$ cat src/rtl/lc3_pkg.sv
// Shared LC-3 definitions for the decode stage: opcode values, FSM encoding
// and the sign-extension helper used when forming immediate/offset fields.
package lc3_pkg;

  localparam logic [3:0] OP_BR   = 4'b0000;
  localparam logic [3:0] OP_ADD  = 4'b0001;
  localparam logic [3:0] OP_LD   = 4'b0010;
  localparam logic [3:0] OP_ST   = 4'b0011;
  localparam logic [3:0] OP_JSR  = 4'b0100;
  localparam logic [3:0] OP_AND  = 4'b0101;
  localparam logic [3:0] OP_LDR  = 4'b0110;
  localparam logic [3:0] OP_STR  = 4'b0111;
  localparam logic [3:0] OP_RTI  = 4'b1000;
  localparam logic [3:0] OP_NOT  = 4'b1001;
  localparam logic [3:0] OP_LDI  = 4'b1010;
  localparam logic [3:0] OP_STI  = 4'b1011;
  localparam logic [3:0] OP_JMP  = 4'b1100;
  localparam logic [3:0] OP_RES  = 4'b1101;
  localparam logic [3:0] OP_LEA  = 4'b1110;
  localparam logic [3:0] OP_TRAP = 4'b1111;

  typedef enum logic [1:0] {
    ST_IDLE = 2'd0,
    ST_WAIT = 2'd1,
    ST_DONE = 2'd2
  } state_t;

  // Sign-extend the low 'width' bits of val to 16 bits (width in 1..15).
  function automatic logic [15:0] sext(input logic [15:0] val, input logic [3:0] width);
    logic [15:0] mask;
    mask = 16'hFFFF << width;
    return val[width - 4'd1] ? (val | mask) : (val & ~mask);
  endfunction

endpackage

$ cat src/rtl/decode_if.sv
// Fetch <-> decode bundle: start/flush handshake, PC and instruction word in,
// decoded fields and status out.
interface decode_if;
  logic        decode_start;
  logic [15:0] pc_in;
  logic [15:0] instr_in;
  logic        flush;

  logic [15:0] ir_out;
  logic [15:0] npc_out;
  logic [3:0]  opCode_out;
  logic [2:0]  dr_out;
  logic [2:0]  sr1_out;
  logic [2:0]  sr2_out;
  logic        imm_sel_out;
  logic [15:0] imm5_out;
  logic [15:0] offset6_out;
  logic [8:0]  offset9_out;
  logic [2:0]  br_nzp_out;
  logic        reg_write_out;
  logic        mem_op_out;
  logic        illegal_out;
  logic        busy;
  logic        decode_done;

  modport master (
    output decode_start, pc_in, instr_in, flush,
    input  ir_out, npc_out, opCode_out, dr_out, sr1_out, sr2_out, imm_sel_out,
           imm5_out, offset6_out, offset9_out, br_nzp_out, reg_write_out,
           mem_op_out, illegal_out, busy, decode_done
  );

  modport slave (
    input  decode_start, pc_in, instr_in, flush,
    output ir_out, npc_out, opCode_out, dr_out, sr1_out, sr2_out, imm_sel_out,
           imm5_out, offset6_out, offset9_out, br_nzp_out, reg_write_out,
           mem_op_out, illegal_out, busy, decode_done
  );
endinterface

$ cat src/rtl/decode_ctrl.sv
// Combinational LC-3 opcode decoder: register specifiers, branch condition
// and control flags derived from a raw instruction word.
module decode_ctrl
  import lc3_pkg::*;
(
  input  logic [15:0] ir,
  output logic [2:0]  dr,
  output logic [2:0]  sr1,
  output logic [2:0]  sr2,
  output logic [2:0]  br_nzp,
  output logic        imm_sel,
  output logic        reg_write,
  output logic        mem_op,
  output logic        illegal
);

  always_comb begin
    dr        = 3'd0;
    sr1       = 3'd0;
    sr2       = 3'd0;
    br_nzp    = 3'd0;
    imm_sel   = 1'b0;
    reg_write = 1'b0;
    mem_op    = 1'b0;
    illegal   = 1'b0;
    case (ir[15:12])
      OP_ADD, OP_AND: begin
        dr        = ir[11:9];
        sr1       = ir[8:6];
        sr2       = ir[2:0];
        imm_sel   = ir[5];
        reg_write = 1'b1;
      end
      OP_NOT: begin
        dr        = ir[11:9];
        sr1       = ir[8:6];
        reg_write = 1'b1;
      end
      OP_BR:  br_nzp = ir[11:9];
      OP_LD, OP_LDI: begin
        dr        = ir[11:9];
        reg_write = 1'b1;
        mem_op    = 1'b1;
      end
      OP_LEA: begin
        dr        = ir[11:9];
        reg_write = 1'b1;
      end
      // Stores carry the data register in the DR slot; route it to sr2.
      OP_ST, OP_STI: begin
        sr2    = ir[11:9];
        mem_op = 1'b1;
      end
      OP_LDR: begin
        dr        = ir[11:9];
        sr1       = ir[8:6];
        reg_write = 1'b1;
        mem_op    = 1'b1;
      end
      OP_STR: begin
        sr1    = ir[8:6];
        sr2    = ir[11:9];
        mem_op = 1'b1;
      end
      OP_JMP: sr1 = ir[8:6];
      // JSR links through R7; only the register form (JSRR) reads a base.
      OP_JSR: begin
        dr        = 3'd7;
        reg_write = 1'b1;
        if (!ir[11]) sr1 = ir[8:6];
      end
      OP_TRAP: begin
        dr        = 3'd7;
        reg_write = 1'b1;
        mem_op    = 1'b1;
      end
      OP_RTI, OP_RES: illegal = 1'b1;
      default: ;
    endcase
  end

endmodule

$ cat src/rtl/decode.sv
// LC-3 decode stage: waits out instruction-memory latency after a start
// pulse, captures the returned word into IR and registers the decoded fields.
module decode
  import lc3_pkg::*;
#(
  parameter int MEM_LATENCY = 1
) (
  input  logic     clk,
  input  logic     rst,
  decode_if.slave  bus
);

  localparam int CNT_W = (MEM_LATENCY > 1) ? $clog2(MEM_LATENCY) : 1;
  localparam logic [CNT_W-1:0] CNT_LOAD = CNT_W'(MEM_LATENCY - 1);

  state_t           state, state_nxt;
  logic [CNT_W-1:0] cnt;
  logic             accept, capture;

  logic [15:0] pc_p0;
  logic [15:0] ir_p1, npc_p1;
  logic [2:0]  dr_p1, sr1_p1, sr2_p1, nzp_p1;
  logic        imm_sel_p1, reg_write_p1, mem_op_p1, illegal_p1;

  logic [2:0]  dr_c, sr1_c, sr2_c, nzp_c;
  logic        imm_sel_c, reg_write_c, mem_op_c, illegal_c;

  decode_ctrl u_ctrl (
    .ir        (bus.instr_in),
    .dr        (dr_c),
    .sr1       (sr1_c),
    .sr2       (sr2_c),
    .br_nzp    (nzp_c),
    .imm_sel   (imm_sel_c),
    .reg_write (reg_write_c),
    .mem_op    (mem_op_c),
    .illegal   (illegal_c)
  );

  always_comb begin
    state_nxt = state;
    accept    = 1'b0;
    capture   = 1'b0;
    case (state)
      ST_IDLE: if (bus.decode_start && !bus.flush) begin
        accept    = 1'b1;
        state_nxt = ST_WAIT;
      end
      ST_WAIT: begin
        if (bus.flush) begin
          state_nxt = ST_IDLE;
        end else if (cnt == '0) begin
          capture   = 1'b1;
          state_nxt = ST_DONE;
        end
      end
      ST_DONE: begin
        if (bus.decode_start && !bus.flush) begin
          accept    = 1'b1;
          state_nxt = ST_WAIT;
        end else begin
          state_nxt = ST_IDLE;
        end
      end
      default: state_nxt = ST_IDLE;
    endcase
  end

  always_ff @(posedge clk) begin
    if (rst) begin
      state <= ST_IDLE;
      cnt   <= '0;
    end else begin
      state <= state_nxt;
      if (accept)
        cnt <= CNT_LOAD;
      else if (state == ST_WAIT && cnt != '0)
        cnt <= cnt - 1'b1;
    end
  end

  // Stage p0: PC held privately so npc_out only moves at the capture edge.
  always_ff @(posedge clk) begin
    if (rst)
      pc_p0 <= '0;
    else if (accept)
      pc_p0 <= bus.pc_in;
  end

  // Stage p1: architectural decode outputs, updated at capture only.
  always_ff @(posedge clk) begin
    if (rst) begin
      ir_p1        <= '0;
      npc_p1       <= '0;
      dr_p1        <= '0;
      sr1_p1       <= '0;
      sr2_p1       <= '0;
      nzp_p1       <= '0;
      imm_sel_p1   <= 1'b0;
      reg_write_p1 <= 1'b0;
      mem_op_p1    <= 1'b0;
      illegal_p1   <= 1'b0;
    end else if (capture) begin
      ir_p1        <= bus.instr_in;
      npc_p1       <= pc_p0;
      dr_p1        <= dr_c;
      sr1_p1       <= sr1_c;
      sr2_p1       <= sr2_c;
      nzp_p1       <= nzp_c;
      imm_sel_p1   <= imm_sel_c;
      reg_write_p1 <= reg_write_c;
      mem_op_p1    <= mem_op_c;
      illegal_p1   <= illegal_c;
    end
  end

  assign bus.ir_out        = ir_p1;
  assign bus.npc_out       = npc_p1;
  assign bus.opCode_out    = ir_p1[15:12];
  assign bus.dr_out        = dr_p1;
  assign bus.sr1_out       = sr1_p1;
  assign bus.sr2_out       = sr2_p1;
  assign bus.imm_sel_out   = imm_sel_p1;
  assign bus.imm5_out      = sext(ir_p1, 4'd5);
  assign bus.offset6_out   = sext(ir_p1, 4'd6);
  assign bus.offset9_out   = ir_p1[8:0];
  assign bus.br_nzp_out    = nzp_p1;
  assign bus.reg_write_out = reg_write_p1;
  assign bus.mem_op_out    = mem_op_p1;
  assign bus.illegal_out   = illegal_p1;
  assign bus.busy          = (state != ST_IDLE);
  assign bus.decode_done   = (state == ST_DONE);

endmodule

$ cat src/flat_wrapper.sv
// flat-port wrapper written by rule: the top's interface ports become plain ports
module decode_flat import lc3_pkg::*;
#(
  parameter int MEM_LATENCY = 1
)
  (clk, rst, bus_decode_start, bus_pc_in, bus_instr_in, bus_flush, bus_ir_out, bus_npc_out, bus_opCode_out, bus_dr_out, bus_sr1_out, bus_sr2_out, bus_imm_sel_out, bus_imm5_out, bus_offset6_out, bus_offset9_out, bus_br_nzp_out, bus_reg_write_out, bus_mem_op_out, bus_illegal_out, bus_busy, bus_decode_done);
  decode_if bus_i ();
  input  logic clk;
  input  logic rst;
  input wire logic [$bits(bus_i.decode_start)-1:0] bus_decode_start;
  input wire logic [$bits(bus_i.pc_in)-1:0] bus_pc_in;
  input wire logic [$bits(bus_i.instr_in)-1:0] bus_instr_in;
  input wire logic [$bits(bus_i.flush)-1:0] bus_flush;
  output wire logic [$bits(bus_i.ir_out)-1:0] bus_ir_out;
  output wire logic [$bits(bus_i.npc_out)-1:0] bus_npc_out;
  output wire logic [$bits(bus_i.opCode_out)-1:0] bus_opCode_out;
  output wire logic [$bits(bus_i.dr_out)-1:0] bus_dr_out;
  output wire logic [$bits(bus_i.sr1_out)-1:0] bus_sr1_out;
  output wire logic [$bits(bus_i.sr2_out)-1:0] bus_sr2_out;
  output wire logic [$bits(bus_i.imm_sel_out)-1:0] bus_imm_sel_out;
  output wire logic [$bits(bus_i.imm5_out)-1:0] bus_imm5_out;
  output wire logic [$bits(bus_i.offset6_out)-1:0] bus_offset6_out;
  output wire logic [$bits(bus_i.offset9_out)-1:0] bus_offset9_out;
  output wire logic [$bits(bus_i.br_nzp_out)-1:0] bus_br_nzp_out;
  output wire logic [$bits(bus_i.reg_write_out)-1:0] bus_reg_write_out;
  output wire logic [$bits(bus_i.mem_op_out)-1:0] bus_mem_op_out;
  output wire logic [$bits(bus_i.illegal_out)-1:0] bus_illegal_out;
  output wire logic [$bits(bus_i.busy)-1:0] bus_busy;
  output wire logic [$bits(bus_i.decode_done)-1:0] bus_decode_done;
  assign bus_i.decode_start = bus_decode_start;
  assign bus_i.pc_in = bus_pc_in;
  assign bus_i.instr_in = bus_instr_in;
  assign bus_i.flush = bus_flush;
  assign bus_ir_out = bus_i.ir_out;
  assign bus_npc_out = bus_i.npc_out;
  assign bus_opCode_out = bus_i.opCode_out;
  assign bus_dr_out = bus_i.dr_out;
  assign bus_sr1_out = bus_i.sr1_out;
  assign bus_sr2_out = bus_i.sr2_out;
  assign bus_imm_sel_out = bus_i.imm_sel_out;
  assign bus_imm5_out = bus_i.imm5_out;
  assign bus_offset6_out = bus_i.offset6_out;
  assign bus_offset9_out = bus_i.offset9_out;
  assign bus_br_nzp_out = bus_i.br_nzp_out;
  assign bus_reg_write_out = bus_i.reg_write_out;
  assign bus_mem_op_out = bus_i.mem_op_out;
  assign bus_illegal_out = bus_i.illegal_out;
  assign bus_busy = bus_i.busy;
  assign bus_decode_done = bus_i.decode_done;
  decode #(.MEM_LATENCY(MEM_LATENCY)) u_core (.clk(clk), .rst(rst), .bus(bus_i));
endmodule
$ cat config.mk
export PLATFORM = sky130hd
export DESIGN_NAME = decode_flat
export DESIGN_NICKNAME = d
export VERILOG_FILES = /design/src/rtl/lc3_pkg.sv /design/src/rtl/decode_if.sv /design/src/rtl/decode_ctrl.sv /design/src/rtl/decode.sv /design/src/flat_wrapper.sv
export SDC_FILE = /design/constraint.sdc
export NUM_CORES = 1
export LEC_CHECK = 0
export ABC_AREA = 1
export CORE_MARGIN = 3
export CORE_UTILIZATION = 40
export CTS_CLUSTER_SIZE = 10
export DETAILED_ROUTE_END_ITERATION = 6
export GPL_TIMING_DRIVEN = 0
export PLACE_DENSITY = 0.75
export SYNTH_ARGS = -nofsm -noshare
export SYNTH_HDL_FRONTEND = slang
export SYNTH_SLANG_ARGS = --single-unit
export TNS_END_PERCENT = 50
$ cat constraint.sdc
create_clock -name clk -period 1.3 [get_ports clk]
set_clock_uncertainty 0.1 [all_clocks]
set_input_delay 0.325 -clock clk [delete_from_list [all_inputs] [get_ports clk]]
set_output_delay 0.325 -clock clk [all_outputs]
set_load 0.01 [all_outputs]
==> out/metrics.csv, run 1 <==
metric,value,unit
rr_endpoint,u_core.bus.reg_write_out,
cts_buffer_depth,2,
drtAntennaViolNets,0,
route.detailed.drc,0,
setup_tns,-9.84,ns
cts_tree,built,
slew_violations,0,
hold_depth,2,
hold_viol_final,0,
drive_above_1_share,51.4,%
grt_pass1_vias,2715,
p_total,4.38,mW
row_count,30,
clock-sinks,67,
wl,9160,um
gp_congestion,0.860,
hp-start,rst,
worstRegToRegCells,7,
crit_required,0.88,ns
core-area,0.00683,mm^2
final_core_util,73.9,%
holdWs,0.264,ns
grt_usage,20.7,%
post-route-period-util,116,%
cts.clk_slew.worst_paths,0.07,ns
fp.dieH,90.3,um
layout.nets,565,
die-area,0.00816,mm^2
routed_via_density,4.79,
hold_path.class,in -> reg,
path_cells,buf_8 -> buf_6 -> buf_6,
ys_seq_elements,67,
yosysUniqueCellTypes,16,
root_buffer,clkbuf_8,
drtIter0Drc,198,
syn_area_per_cell,7.67,um^2
first_pass_iters,4,
min_period,1.50,ns
n_fill_cell,509,
yosysWarnings,0,
status,"finished, violations left",
drv_cap,0,
setup_viol,98,
crit_path_frequent_cell,buf_6,
io_pins,131,
grt_max_degree,11,
worstPathMaxFanout,7,
die_w,90.3,um
rsz0062_at_grt,yes,
maxSlewHeadroom,63.8,%
crit_family,flip-flops,
wl_per_cell,14.6,um
place_worst_setup_slack,-0.647,ns
ys_seq_area_share,47.2,%
cpPeakStageDelay,0.38,ns
critPathSlowestCell,dfxtp_4,
hold_end,u_core.bus.dr_out[1],
grt_overflow,0,
cp-start-kind,flip-flop,
diodes,0,
r2r_slack,-0.15,ns
violations,setup timing,
p_leak,2.29,nW
syn-cell-area,0.00284,mm^2
synthCells,371,
cts_made_buffers,9,
endpoint_kind,primary output,
via_count,3010,
fmaxAchievable,0.666,GHz
clkLatencyLatePin,0.34,ns
grt_pass1_wl,13500,um
synth_fp_nets,407,
peakVddDrop,0.760,mV
worst_slew_pin_slew,0.544,ns
r2r-start,u_core.state[0],
cp_data_arrival_time,1.08,ns
path_buf_inv,3,
dp_hpwl,6030,um
io_buffers,129,
setup_ws,-0.202,ns
p_per_area,866,mW/mm^2
start_util,41.6,%
antenna_found_initial,0,
crit_type,reg -> out,
cts-htree-levels,3,
area_growth,77.6,%
cells in the final DEF (no fill, tap or decap), drive strengths merged:
master         instances
a21oi                 58
inv                   35
nand3                 14
dlygate4sd2            4
buf                  163
clkinv                 4
dfxtp                 67
clkbuf                25
nor3                   2
nor2                  25
nand2                 61
clkdlybuf4s50         30
o211ai                 1
o21ai                 44
worst max-delay path by stage:
stage | start | slack, ns | to | depth (start not counted)
finish | u_core.bus.ir_out[5] | -0.20 | bus_offset6_out[10] | 3
global placement | bus_flush | -0.57 | u_core.pc_p0[5] | 6
floorplan | u_core.bus.ir_out[4] | 0.1 | bus_imm5_out[10] | 1
CTS | u_core.bus.ir_out[4] | -0.20 | bus_imm5_out[6] | 3
detailed placement | bus_flush | -0.65 | u_core.pc_p0[12] | 6
global route | u_core.state[0] | -0.26 | u_core.bus.sr1_out[1] | 7
Yosys cell counts:
library cell,number,area (um^2)
nand3_4,1,17.5
buf_2,5,25.0
inv_1,33,124
o211ai_1,1,7.51
nor3_1,2,10.0
clkbuf_1,10,37.5
o21ai_0,43,215
nand2_1,61,229
dfxtp_1,67,1340
nor2_4,1,11.3
o21ai_1,1,5.00
buf_4,49,368
nor2_1,24,90.1
nand3_1,13,65.1
a21oi_1,58,290
inv_2,2,7.51
report_power, final:
group	internal, mW	leakage, nW	switching (mW)	total [mW]
combinational	0.397	1.64	0.354	0.751
clock	0.725	0.0860	0.736	1.46
sequential	2.12	0.563	0.0477	2.16
total	3.24	2.29	1.14	4.38
logic make-up (layout without fill, tap and decap cells):
logic type,count (synthesis),in the layout,synth area share (%)
compound gates,103,103,18.2
buf+inv,99,261,19.8
flops,67,67,47.2
simple gates,102,102,14.9
area by class of cell:
class / instances / area, um^2 / area share [%]
buffer: 64 / 671 / 13.3
clock buffer: 12 / 145 / 2.87
clock inverter: 3 / 15.0 / 0.297
inverter: 35 / 149 / 2.95
multi-input combinational: 205 / 1180 / 23.3
sequential: 67 / 1410 / 27.8
tap: 96 / 120 / 2.38
timing repair buffer: 146 / 1360 / 27.0
timing repair inverter: 1 / 8.76 / 0.173
worst register-to-register path: stages, from the launching register on:
cell,delay [ns]
dfxtp_2,0.36
inv_4,0.04
nor2_4,0.15
nand3_4,0.20
inv_6,0.16
clkbuf_16,0.15
o21ai_1,0.08
a21oi_1,0.15
per-stage QoR:
stage	area, um^2	cells
final	5050	629
after global routing	5050	629
after CTS	4590	620
after detailed placement	4260	596
after global placement	4260	596
after floorplan	2840	371
sequential cells by signal, indices dropped and copies added (netlist names):
| name | cells |
|---|---|
| u_core.bus.ir_out | 16 |
| u_core.bus.npc_out | 16 |
| u_core.pc_p0 | 16 |
| u_core.bus.br_nzp_out | 3 |
| u_core.bus.dr_out | 3 |
| u_core.bus.sr1_out | 3 |
| u_core.bus.sr2_out | 3 |
| u_core.state | 2 |
| u_core.bus.illegal_out | 1 |
| u_core.bus.imm_sel_out | 1 |
| u_core.bus.mem_op_out | 1 |
| u_core.bus.reg_write_out | 1 |
| u_core.cnt | 1 |
timing repair:
action / in CTS / in global routing
buffers inserted: 9 / 4
pin swaps: 0 / 13
resized for setup: 559 / 99
hold buffers: 0 / 0
setup endpoints to repair: 160 / 118
gates cloned: 0 / 5
layer usage:
metal	share of wire [%]	global-route usage [%]	wire (um)
met5	0	0	0
met1	43	26.1	3900
met2	49	33.5	4500
met3	6.3	5.67	575
met4	2.1	8.29	191
Power figures use the tool's default switching activity.
==> inputs of run 2 (changes only) <==
--- a/config.mk
+++ b/config.mk
@@ -7,11 +7,11 @@
 export LEC_CHECK = 0
 export ABC_AREA = 1
 export CORE_MARGIN = 3
-export CORE_UTILIZATION = 40
+export CORE_UTILIZATION = 41
 export CTS_CLUSTER_SIZE = 10
 export DETAILED_ROUTE_END_ITERATION = 6
 export GPL_TIMING_DRIVEN = 0
-export PLACE_DENSITY = 0.75
+export PLACE_DENSITY = 0.77
 export SYNTH_ARGS = -nofsm -noshare
 export SYNTH_HDL_FRONTEND = slang
 export SYNTH_SLANG_ARGS = --single-unit
==> run 2 against run 1 <==
  * The flow still finishes with violations (setup timing)
  * Maximum frequency up 1.6%
  * First-iteration DRC count down 41%
  * Routed wire length down 3.5%
  * Worst setup slack better by 0.024 ns
  * Die area down 2.3%
  * Flip-flop and latch count unchanged
  * Global-route usage down 0.36 points
  * Critical path type unchanged
  * Critical endpoint is now bus_offset6_out[15]
  * Largest cell class unchanged
==> out/metrics.csv, run 2 (synthesis results as in run 1) <==
metric,value,unit
io_pins,131,
gp_congestion,0.838,
clock-sinks,67,
drv_cap,0,
hold_path.class,in -> reg,
slew_violations,0,
status,"finished, violations left",
final_common_cell,buf_6,
endpoint_kind,primary output,
clkLatencyLatePin,0.34,ns
grt_pass1_vias,2671,
rsz0062_at_grt,yes,
root_buffer,clkbuf_8,
worstPathMaxFanout,7,
fmaxAchievable,0.677,GHz
dp_hpwl,6010,um
via_count,2958,
grt_overflow,0,
cts.clk_slew.worst_paths,0.07,ns
cts_made_buffers,9,
violations,setup timing,
maxSlewHeadroom,61.4,%
p_leak,2.26,nW
die_w,89.3,um
wl_per_cell,14.6,um
layout.nets,561,
peakVddDrop,0.749,mV
worstRegToRegCells,8,
crit_required,0.88,ns
cp-start-kind,flip-flop,
n_fill_cell,481,
cp_data_arrival_time,1.05,ns
route.detailed.drc,0,
final_cell_mix,"98 x buf_6, 56 x a21oi_1, 55 x nand2_1, 45 x buf_2, 39 x dfxtp_1",
antenna_found_initial,0,
p_per_area,1010,mW/mm^2
post-route-period-util,114,%
setup_ws,-0.178,ns
hold_depth,2,
cpPeakStageDelay,0.36,ns
core-area,0.00653,mm^2
grt_usage,20.3,%
setup_viol,97,
fp.dieH,89.3,um
area_growth,72.3,%
holdWs,0.278,ns
wl,8840,um
hold_end,u_core.bus.sr1_out[1],
r2r-start,u_core.state[0],
postCtsHoldBufs,0,
die-area,0.00797,mm^2
start_util,43.5,%
placedCellCount,577,
row_count,29,
hold_viol_final,0,
path_cells,buf_8 -> buf_6 -> buf_6,
crit_type,reg -> out,
worst_slew_pin_slew,0.578,ns
setup_tns,-9.62,ns
cts_tree,built,
hp-start,rst,
fin_cells,607,
routed_via_density,4.87,
grt_max_degree,12,
crit_path_frequent_cell,buf_6,
io_buffers,129,
drive_above_1_share,43.6,%
cts_buffer_depth,2,
drtAntennaViolNets,0,
diodes,0,
cts-htree-levels,3,
first_pass_iters,4,
critPathSlowestCell,dfxtp_4,
drtIter0Drc,116,
grt_pass1_wl,12600,um
rr_endpoint,u_core.bus.ir_out[5],
r2r_slack,-0.14,ns
min_period,1.48,ns
run 2: how the worst max path moves through the flow:
stage               slack (ns)              endpoint                 start  cells past startpoint
global placement         -0.54       u_core.pc_p0[4]             bus_flush                      6
global route             -0.24  u_core.bus.ir_out[5]       u_core.state[0]                      8
detailed placement       -0.57       u_core.pc_p0[6]             bus_flush                      6
CTS                      -0.19      bus_imm5_out[13]  u_core.bus.ir_out[4]                      3
floorplan                  0.1      bus_imm5_out[10]  u_core.bus.ir_out[4]                      1
finish                   -0.18   bus_offset6_out[15]  u_core.bus.ir_out[5]                      3
run 2: critical path, delay by kind of cell (launching register included):
kind     cells  cell delay, ns
buf+inv      3            0.36
flops        1            0.36
run 2: timing repair:
item	4_1_cts	5_1_grt
cloned	0	4
setup buffers	5	5
pin swaps	0	4
resized for setup	546	44
endpoints found under the setup margin	159	116
run 2: per-layer routing:
metal,routed length [um],vias up,track usage [%]
li1,-,1463,-
met1,3550,1358,25.4
met2,4490,127,33.8
met3,678,10,5.35
met4,126,0,7.04
met5,0,-,0
run 2: layout make-up:
type                    count  area (um^2)  area share, %
flip-flops and latches     67         1390           28.4
repair buffers            143         1370           27.9
multi-input cells         205         1000           20.5
plain buffers              64          661           13.5
clock buffers              11          141           2.89
inverters                  35          141           2.89
clock inverters             5          100           2.04
well taps                  77         96.3           1.97
run 2: report_power, final:
part	total [mW]	internal [mW]	switching (mW)
combinational	0.712	0.385	0.327
sequential	2.16	2.12	0.0401
clock	2.09	1.32	0.766
run 2: through the flow:
stage	power [mW]	area (um^2)	utilization [%]	worst slack (ns)
final	4.96	4900	75.0	-0.178
after floorplan	2.49	2840	-	0.0980
after CTS	4.92	4620	70.8	-0.186
after detailed placement	2.82	4230	64.8	-0.575
after global routing	5.15	4900	75.0	-0.241
after global placement	2.81	4230	64.8	-0.544
